--- src/rtl/pipelined_prefix_adder_if.sv ---
// Valid/ready operand and result bundle for pipelined_prefix_adder.
// The out_ovf wire exists only when PPA_OVERFLOW_EN is defined.
interface pipelined_prefix_adder_if #(
    parameter int WIDTH = 128
);
    logic             in_valid;
    logic             in_ready;
    logic [WIDTH-1:0] in_a;
    logic [WIDTH-1:0] in_b;
    logic             in_cin;
    logic             in_sub;
    logic             out_valid;
    logic             out_ready;
    logic [WIDTH-1:0] out_sum;
    logic             out_cout;
`ifdef PPA_OVERFLOW_EN
    logic             out_ovf;
`endif

    modport master (
        output in_valid, in_a, in_b, in_cin, in_sub, out_ready,
        input  in_ready, out_valid, out_sum, out_cout
`ifdef PPA_OVERFLOW_EN
        , input out_ovf
`endif
    );

    modport slave (
        input  in_valid, in_a, in_b, in_cin, in_sub, out_ready,
        output in_ready, out_valid, out_sum, out_cout
`ifdef PPA_OVERFLOW_EN
        , output out_ovf
`endif
    );
endinterface

--- src/rtl/pipelined_prefix_adder.sv ---
// Pipelined Kogge-Stone adder/subtractor with valid/ready on both sides.
// Define PPA_OVERFLOW_EN to add the registered signed-overflow output out_ovf.
module pipelined_prefix_adder #(
    parameter int WIDTH     = 128,
    parameter int REG_EVERY = 2
) (
    input logic clk,
    input logic rst_n,
    pipelined_prefix_adder_if.slave bus
);
    localparam int LOG2W = $clog2(WIDTH);
    // Prefix stages after operand prep; the last one lands in the output register.
    localparam int NSTG  = (LOG2W + REG_EVERY - 1) / REG_EVERY;

    typedef struct packed {
        logic [WIDTH-1:0] g;
        logic [WIDTH-1:0] p;
    } gp_t;

    // Applies prefix levels lo..hi-1 to a (generate, propagate) vector pair.
    function automatic gp_t prefix_levels(gp_t x, int lo, int hi);
        gp_t y;
        for (int k = 0; k < LOG2W; k++) begin
            if (k >= lo && k < hi) begin
                y = x;
                for (int i = 0; i < WIDTH; i++) begin
                    if (i >= (1 << k)) begin
                        y.g[i] = x.g[i] | (x.p[i] & x.g[i - (1 << k)]);
                        y.p[i] = x.p[i] & x.p[i - (1 << k)];
                    end
                end
                x = y;
            end
        end
        return x;
    endfunction

    function automatic logic [WIDTH-1:0] prefix_g(gp_t x, int lo, int hi);
        gp_t y;
        y = prefix_levels(x, lo, hi);
        return y.g;
    endfunction

    logic             advance;
    logic             accept;
    logic             out_valid_q;
    logic [WIDTH-1:0] out_sum_q;
    logic             out_cout_q;

    assign advance      = !out_valid_q | bus.out_ready;
    assign accept       = bus.in_valid & advance;
    assign bus.in_ready = advance;

    for (genvar s = 0; s < NSTG; s++) begin : stg
        logic             v;
        gp_t              gp;
        logic [WIDTH-1:0] pr;
        logic             c0;

        if (s == 0) begin : prep
            logic [WIDTH-1:0] bx;
            logic [WIDTH-1:0] gi;
            logic [WIDTH-1:0] pi;
            logic             ci;

            // NOTE: always_comb uses blocking '=' and assigns every variable on every pass, so no latch is inferred.
            always_comb begin
                bx    = bus.in_sub ? ~bus.in_b : bus.in_b;
                ci    = bus.in_cin ^ bus.in_sub;
                pi    = bus.in_a ^ bx;
                gi    = bus.in_a & bx;
                // Carry-in folded into bit 0 so the tree produces true carries.
                gi[0] = gi[0] | (pi[0] & ci);
            end

            // NOTE: data registers are reset along with the valids so a flushed pipe holds all zeros.
            always_ff @(posedge clk) begin
                if (!rst_n) begin
                    v  <= 1'b0;
                    gp <= '0;
                    pr <= '0;
                    c0 <= 1'b0;
                end else if (advance) begin
                    v  <= accept;
                    gp <= '{g: gi, p: pi};
                    pr <= pi;
                    c0 <= ci;
                end
            end
        end else begin : pfx
            gp_t nxt;
            assign nxt = prefix_levels(stg[s-1].gp, (s - 1) * REG_EVERY, s * REG_EVERY);

            always_ff @(posedge clk) begin
                if (!rst_n) begin
                    v  <= 1'b0;
                    gp <= '0;
                    pr <= '0;
                    c0 <= 1'b0;
                end else if (advance) begin
                    v  <= stg[s-1].v;
                    gp <= nxt;
                    pr <= stg[s-1].pr;
                    c0 <= stg[s-1].c0;
                end
            end
        end
    end

    logic [WIDTH-1:0] fin_g;
    logic [WIDTH-1:0] carry_into;
    logic [WIDTH-1:0] sum_c;

    assign fin_g      = prefix_g(stg[NSTG-1].gp, (NSTG - 1) * REG_EVERY, LOG2W);
    assign carry_into = {fin_g[WIDTH-2:0], stg[NSTG-1].c0};
    assign sum_c      = stg[NSTG-1].pr ^ carry_into;

    // NOTE: sequential state uses non-blocking '<=' so all stages shift on the same edge.
    always_ff @(posedge clk) begin
        if (!rst_n) begin
            out_valid_q <= 1'b0;
            out_sum_q   <= '0;
            out_cout_q  <= 1'b0;
        end else if (advance) begin
            out_valid_q <= stg[NSTG-1].v;
            out_sum_q   <= sum_c;
            out_cout_q  <= fin_g[WIDTH-1];
        end
    end

    assign bus.out_valid = out_valid_q;
    assign bus.out_sum   = out_sum_q;
    assign bus.out_cout  = out_cout_q;

`ifdef PPA_OVERFLOW_EN
    logic out_ovf_q;

    always_ff @(posedge clk) begin
        if (!rst_n) begin
            out_ovf_q <= 1'b0;
        end else if (advance) begin
            out_ovf_q <= carry_into[WIDTH-1] ^ fin_g[WIDTH-1];
        end
    end

    assign bus.out_ovf = out_ovf_q;
`endif
endmodule

--- src/flat_wrapper.sv ---
// flat-port wrapper written by rule: the top's interface ports become plain ports
module pipelined_prefix_adder_flat 
#(
    parameter int WIDTH     = 128,
    parameter int REG_EVERY = 2
)
  (clk, rst_n, bus_in_valid, bus_in_a, bus_in_b, bus_in_cin, bus_in_sub, bus_out_ready, bus_in_ready, bus_out_valid, bus_out_sum, bus_out_cout);
  pipelined_prefix_adder_if #(.WIDTH(WIDTH)) bus_i ();
  input logic clk;
  input logic rst_n;
  input wire logic [$bits(bus_i.in_valid)-1:0] bus_in_valid;
  input wire logic [$bits(bus_i.in_a)-1:0] bus_in_a;
  input wire logic [$bits(bus_i.in_b)-1:0] bus_in_b;
  input wire logic [$bits(bus_i.in_cin)-1:0] bus_in_cin;
  input wire logic [$bits(bus_i.in_sub)-1:0] bus_in_sub;
  input wire logic [$bits(bus_i.out_ready)-1:0] bus_out_ready;
  output wire logic [$bits(bus_i.in_ready)-1:0] bus_in_ready;
  output wire logic [$bits(bus_i.out_valid)-1:0] bus_out_valid;
  output wire logic [$bits(bus_i.out_sum)-1:0] bus_out_sum;
  output wire logic [$bits(bus_i.out_cout)-1:0] bus_out_cout;
  assign bus_i.in_valid = bus_in_valid;
  assign bus_i.in_a = bus_in_a;
  assign bus_i.in_b = bus_in_b;
  assign bus_i.in_cin = bus_in_cin;
  assign bus_i.in_sub = bus_in_sub;
  assign bus_i.out_ready = bus_out_ready;
  assign bus_in_ready = bus_i.in_ready;
  assign bus_out_valid = bus_i.out_valid;
  assign bus_out_sum = bus_i.out_sum;
  assign bus_out_cout = bus_i.out_cout;
  pipelined_prefix_adder #(.WIDTH(WIDTH), .REG_EVERY(REG_EVERY)) u_core (.clk(clk), .rst_n(rst_n), .bus(bus_i));
endmodule
--- config.mk ---
export PLATFORM = sky130hd
export DESIGN_NAME = pipelined_prefix_adder_flat
export DESIGN_NICKNAME = d
export VERILOG_FILES = /design/src/rtl/pipelined_prefix_adder_if.sv /design/src/rtl/pipelined_prefix_adder.sv /design/src/flat_wrapper.sv
export SDC_FILE = /design/constraint.sdc
export NUM_CORES = 2
export LEC_CHECK = 0
export BUFFER_PORTS_ARGS = -buffer_cell sky130_fd_sc_hd__buf_4
export CAP_MARGIN = 25
export CORE_MARGIN = 4
export CORE_UTILIZATION = 50
export CTS_CLUSTER_SIZE = 28
export DETAILED_ROUTE_END_ITERATION = 10
export PLACE_DENSITY_LB_ADDON = 0.3
export SYNTH_ARGS = -nofsm -noshare
export SYNTH_HDL_FRONTEND = slang
export SYNTH_SLANG_ARGS = --single-unit
--- constraint.sdc ---
create_clock -name clk -period 1.95 [get_ports clk]
set_input_delay 0.39 -clock clk [delete_from_list [all_inputs] [get_ports clk]]
set_output_delay 0.39 -clock clk [all_outputs]
set_load 0.1 [all_outputs]
Word level (Yosys, flattened, before mapping)
Cells that the tools add are included.

word-level totals
  word-level logic and storage cells = 2276
  input port bits = 262
  output and inout port bits = 131
  register bits after elaboration = 1546

operators by class
  reductions and logical operators = 1
  bitwise logic cells = 2252
  mux-type cells = 1

operators with widths
  operator             number
  1-bit AND            1476
  1-bit OR             771
  128-bit XOR          2
  128-bit AND          1
  128-bit two-way mux  1
  128-bit NOT          1
  1-bit logical NOT    1
  1-bit XOR            1

Longest topological paths before layout
  depth after elaboration = 5
  mapped depth = 8

Least setup slack after synthesis
Ideal clock, no wire load.

  path type = flip-flop to output port
  start = register u_core.out_valid_q (netlist: u_core.bus.out_valid)
  end = output port bus_in_ready
  stages on the path, launching flop included = 7
  arrival = 2.024 ns
  setup slack = -0.464 ns
  buffers on the path = 4
  data required time = 1.560 ns
  cell sequence = dfxtp_1 > nor2b_1 > buf_2 > inv_2 > buf_4 > clkbuf_1 > buf_2

between the ends
  cells in the longest elaborated chain, start to end = 2

RTL lines
  item                    line                           text
  from (decl)             pipelined_prefix_adder.sv:46   logic out_valid_q;
  from (signal assigned)  pipelined_prefix_adder.sv:125  out_valid_q <= stg[NSTG-1].v;
  1-bit logical NOT       pipelined_prefix_adder.sv:50   assign advance = !out_valid_q | bus.out_ready;
  1-bit OR                pipelined_prefix_adder.sv:50
  to (decl)               flat_wrapper.sv:17             output wire logic [$bits(bus_i.in_ready)-1:0] bus_in_ready;

Every way passes these cells.

Final worst setup path
Ends and elaborated chain as after synthesis.

==> summary.txt <==
CTS
  • CTS sink cnt: 1462
  • Clock Tree Root: clkbuf_16
  • CTS tree: done
  • CTS Buf Count: 154
  • Bufs on Longest Clock Path: 3
  • H-tree levels: 4
  • Clk slew on worst S/H paths: about 0.070 ns
  • Skew-Pair Late Insertion Delay: 0.79 ns

Detailed routing
  • Post-route ant nets: 0
  • Aggregate routed wire length: 222000 um
  • Vias per inst: 5.96
  • Via count: 57815
  • Initial DRC count: 6914
  • DRC violations left: 0
  • Drt first pass iters: 6
  • Post-detailed-route wirelength per cell: 22.9 um

Logic synthesis
  • EDFF count, synth: 0
  • Synthesis-stage register bit count: 1462
  • Ys Warns: 0
  • Net Count, Synth: 8030
  • Post-Synth Simple-Gate Area: 0.213
  • Syn Inst Count: 7640
  • Sequential area share after synthesis: 0.460
  • Asr flop ratio synth: 0
  • Commonest register cell after synthesis: dfxtp_1
  • Post-synthesis mux area share: 0
  • Compound-gate portion of the synthesized area: 0.237
  • Synth Cell Area: 63700 um2
  • Synth Area in XOR/XNOR: 0.0267
  • Adder-cell share of the synthesized area: 0.0252
  • Avg Inst Size Synth: 8.33 um2
  • Largest family of logic cells by synthesized area: compound AO/OA/AOI/OAI gates
  • Number of distinct library cells after synthesis: 29

Timing
  • Worst-margin pin slew: about 0.95 ns
  • Worst setup margin: -0.231 ns
  • RSZ-0062 raised after global routing: yes
  • Skew final: 0.0296 ns
  • Fin. max-slew vios: 0
  • Setup TNS: -15.13 ns
  • Final setup fails: 257
  • Fin. Hold Viols: 0
  • Relative slew slack: 0.365
  • Post-route minimum period: 2.18 ns
  • Max Fclk: 0.459 GHz
  • Fin crit share: 1.12

Cells and area
  • Area grow syn2layout: 18.6%
  • Final Instance Area: 75600 um2
  • Fillers: 11044
  • Layout Nets: 8315
  • Share of layout cells above drive strength 1: 0.111

Floorplan
  • Row cnt: 130
  • Initial core utilization: 0.505
  • Die Height: 365 um
  • IO Count: 393
  • Die ar.: 133000 um2
  • DIE WIDTH: between 300 and 400 um
  • Core ar.: 126000 um2

Place
  • Placed Area: just under 70000 um2
  • Number of port buffers: between 300 and 400
  • DP HPWL: about 160000 um
  • Post-place setup slack: -0.00355 ns
  • Gpl congestion: 0.984

Run status
  • Outcome: finished with violations
  • Failing checks: setup timing

Global routing
  • Initial antenna violation count: 5
  • Number of global-route vias before repair: 53295
  • Global-route wire length before repair: 320000 um
  • Gr ovfl total: 0
  • GRT Util Overall: 0.312
  • Largest net degree at the start of global routing: 147

Worst setup path
  • CP Max Fanout: 2
  • CP endpoint kind: output pin
  • Crit Path Class: register to output pin
  • CP arrival: 1.79 ns
  • WP data required: around 1.6 ns
  • CP Launch Type: register

Power and ir drop
  • Leak: approximately 29 nW
  • Pwr Total: a little under 70 mW
  • Max VDD drop: 0.734 mV
  • Power density over the cells: between 900 and 1000 nW/um2

Flow run
  • Max-cap violations: 0

Min path
  • Worst hold path type: primary input to register
-- metrics by stage --
step,instances,utilization,hold WS (ns)
final,9707,0.599,0.0327
after global routing,9700,0.599,0.0404
after CTS,9671,0.593,0.000860
after detailed placement,9341,0.546,0.442
after global placement,9341,0.546,0.437
after floorplan,7640,-,0.430
-- area by class of cell --
cell class                      instances  area, um2  share of cell area
Antenna cell                            7       17.5            0.000232
Clock buffer                          231       4630              0.0613
Clock inverter                         50        638             0.00845
Inverter                                1       20.0            0.000265
Multi-Input combinational cell       5621      32000               0.423
Sequential cell                      1462      29300               0.387
Tap cell                             1650       2060              0.0273
Timing Repair Buffer                  685       6940              0.0919
-- cells in the final DEF (no fill, tap or decap), types with 3 or more instances in the layout --
| cell type | count |
|---|---|
| nand2_1 | 2041 |
| a21boi_1 | 531 |
| a21o_1 | 61 |
| xnor2_1 | 65 |
| o21a_1 | 219 |
| nor3_1 | 150 |
| o21ai_1 | 14 |
| dlygate4sd3_1 | 40 |
| or3_1 | 300 |
| clkinv_2 | 24 |
| a31oi_1 | 61 |
| xor2_1 | 129 |
| dfxtp_1 | 1461 |
| bufbuf_16 | 3 |
| nand3_1 | 187 |
| clkinvlp_4 | 3 |
| a21oi_1 | 628 |
| buf_4 | 521 |
| o21ai_0 | 218 |
| buf_16 | 18 |
| or4b_1 | 63 |
| nand4_1 | 63 |
| clkbuf_1 | 36 |
| clkbuf_16 | 183 |
| buf_12 | 65 |
| buf_6 | 14 |
| o2bb2ai_1 | 40 |
| clkbuf_8 | 34 |
| bufinv_16 | 13 |
| inv_6 | 7 |
| nor3b_1 | 132 |
| o211a_1 | 67 |
| a21boi_0 | 436 |
| nor2_1 | 84 |
| diode_2 | 7 |
| ha_1 | 128 |
-- registers in the layout, indices dropped and copies added, names as in the netlist --
name / count
u_core.bus.out_valid: 1
u_core.stg.v: 4
u_core.carry_into: 64
u_core.stg.gp: 876
u_core.stg.c0: 4
u_core.bus.out_cout: 1
u_core.stg.pr: 384
u_core.bus.out_sum: 128
-- routing by layer --
metal,GRT usage,share of wire,routed length (um),vias up
li1,-,-,-,26986
met1,0.426,0.42,93200,27836
met2,0.485,0.44,98300,2563
met3,0.0591,0.096,21400,430
met4,0.129,0.042,9450,0
met5,0,0,0,-
-- path summary, 6_finish.rpt --
kind	slack, ns	to	from	cells past startpoint
max	-0.23	bus_in_ready	u_core.bus.out_valid	4
min reg2reg	0.45	u_core.stg[1].pr[50]	u_core.stg[1].pr[50]	2
max reg2reg	-0.13	u_core.stg[0].gp[97]	u_core.bus.out_valid	9
min	0.03	u_core.stg[0].gp[82]	bus_in_a[82]	4
-- synthesized netlist by cell type, drive strengths merged (65+ instances only) --
cell type  instances  area (um2)
or3              300        1880
a21boi           967        7260
o21a             219        1640
o211a             67         671
nor2              84         315
buf              268        1380
xnor2             65         569
nor3             150         751
nand3            187         936
nor3b            132         991
o21ai            232        1160
dfxtp           1462       29300
ha               128        1600
xor2             129        1130
a21oi            629        3150
clkbuf           288        1080
nand2           2041        7660
-- worst max-delay path, stage by stage, from the launching register on --
cell and delay [ns]:
dfxtp_4 0.37, nor2b_4 0.24, buf_12 0.17, inv_16 0.05
buf_16 0.15
-- logic make-up after synthesis --
group           Yosys count
compound gates         2278
xor+xnor                194
fa+ha+maj               128
buf+inv                 557
flops                  1462
simple gates           3021
-- repair_timing --
action | in CTS | in global routing
endpoints found under the hold margin | 44 | 0
cloned | 3 | 23
setup endpoints to repair | 8 | 624
gates resized for setup | 32 | 49
setup buffers | 7 | 7
hold buffers | 40 | 0
-- power by group --
group | switching, mW | leakage (nW) | total (mW) | internal [mW]
Sequential | 1.38 | 11.9 | 32.5 | 31.1
Combinational | 3.24 | 14.2 | 5.60 | 2.36
Clock | 12.5 | 2.60 | 30.6 | 18.2
Total | 17.1 | 28.7 | 68.7 | 51.6
No activity file was read; power rests on OpenSTA's default activity.
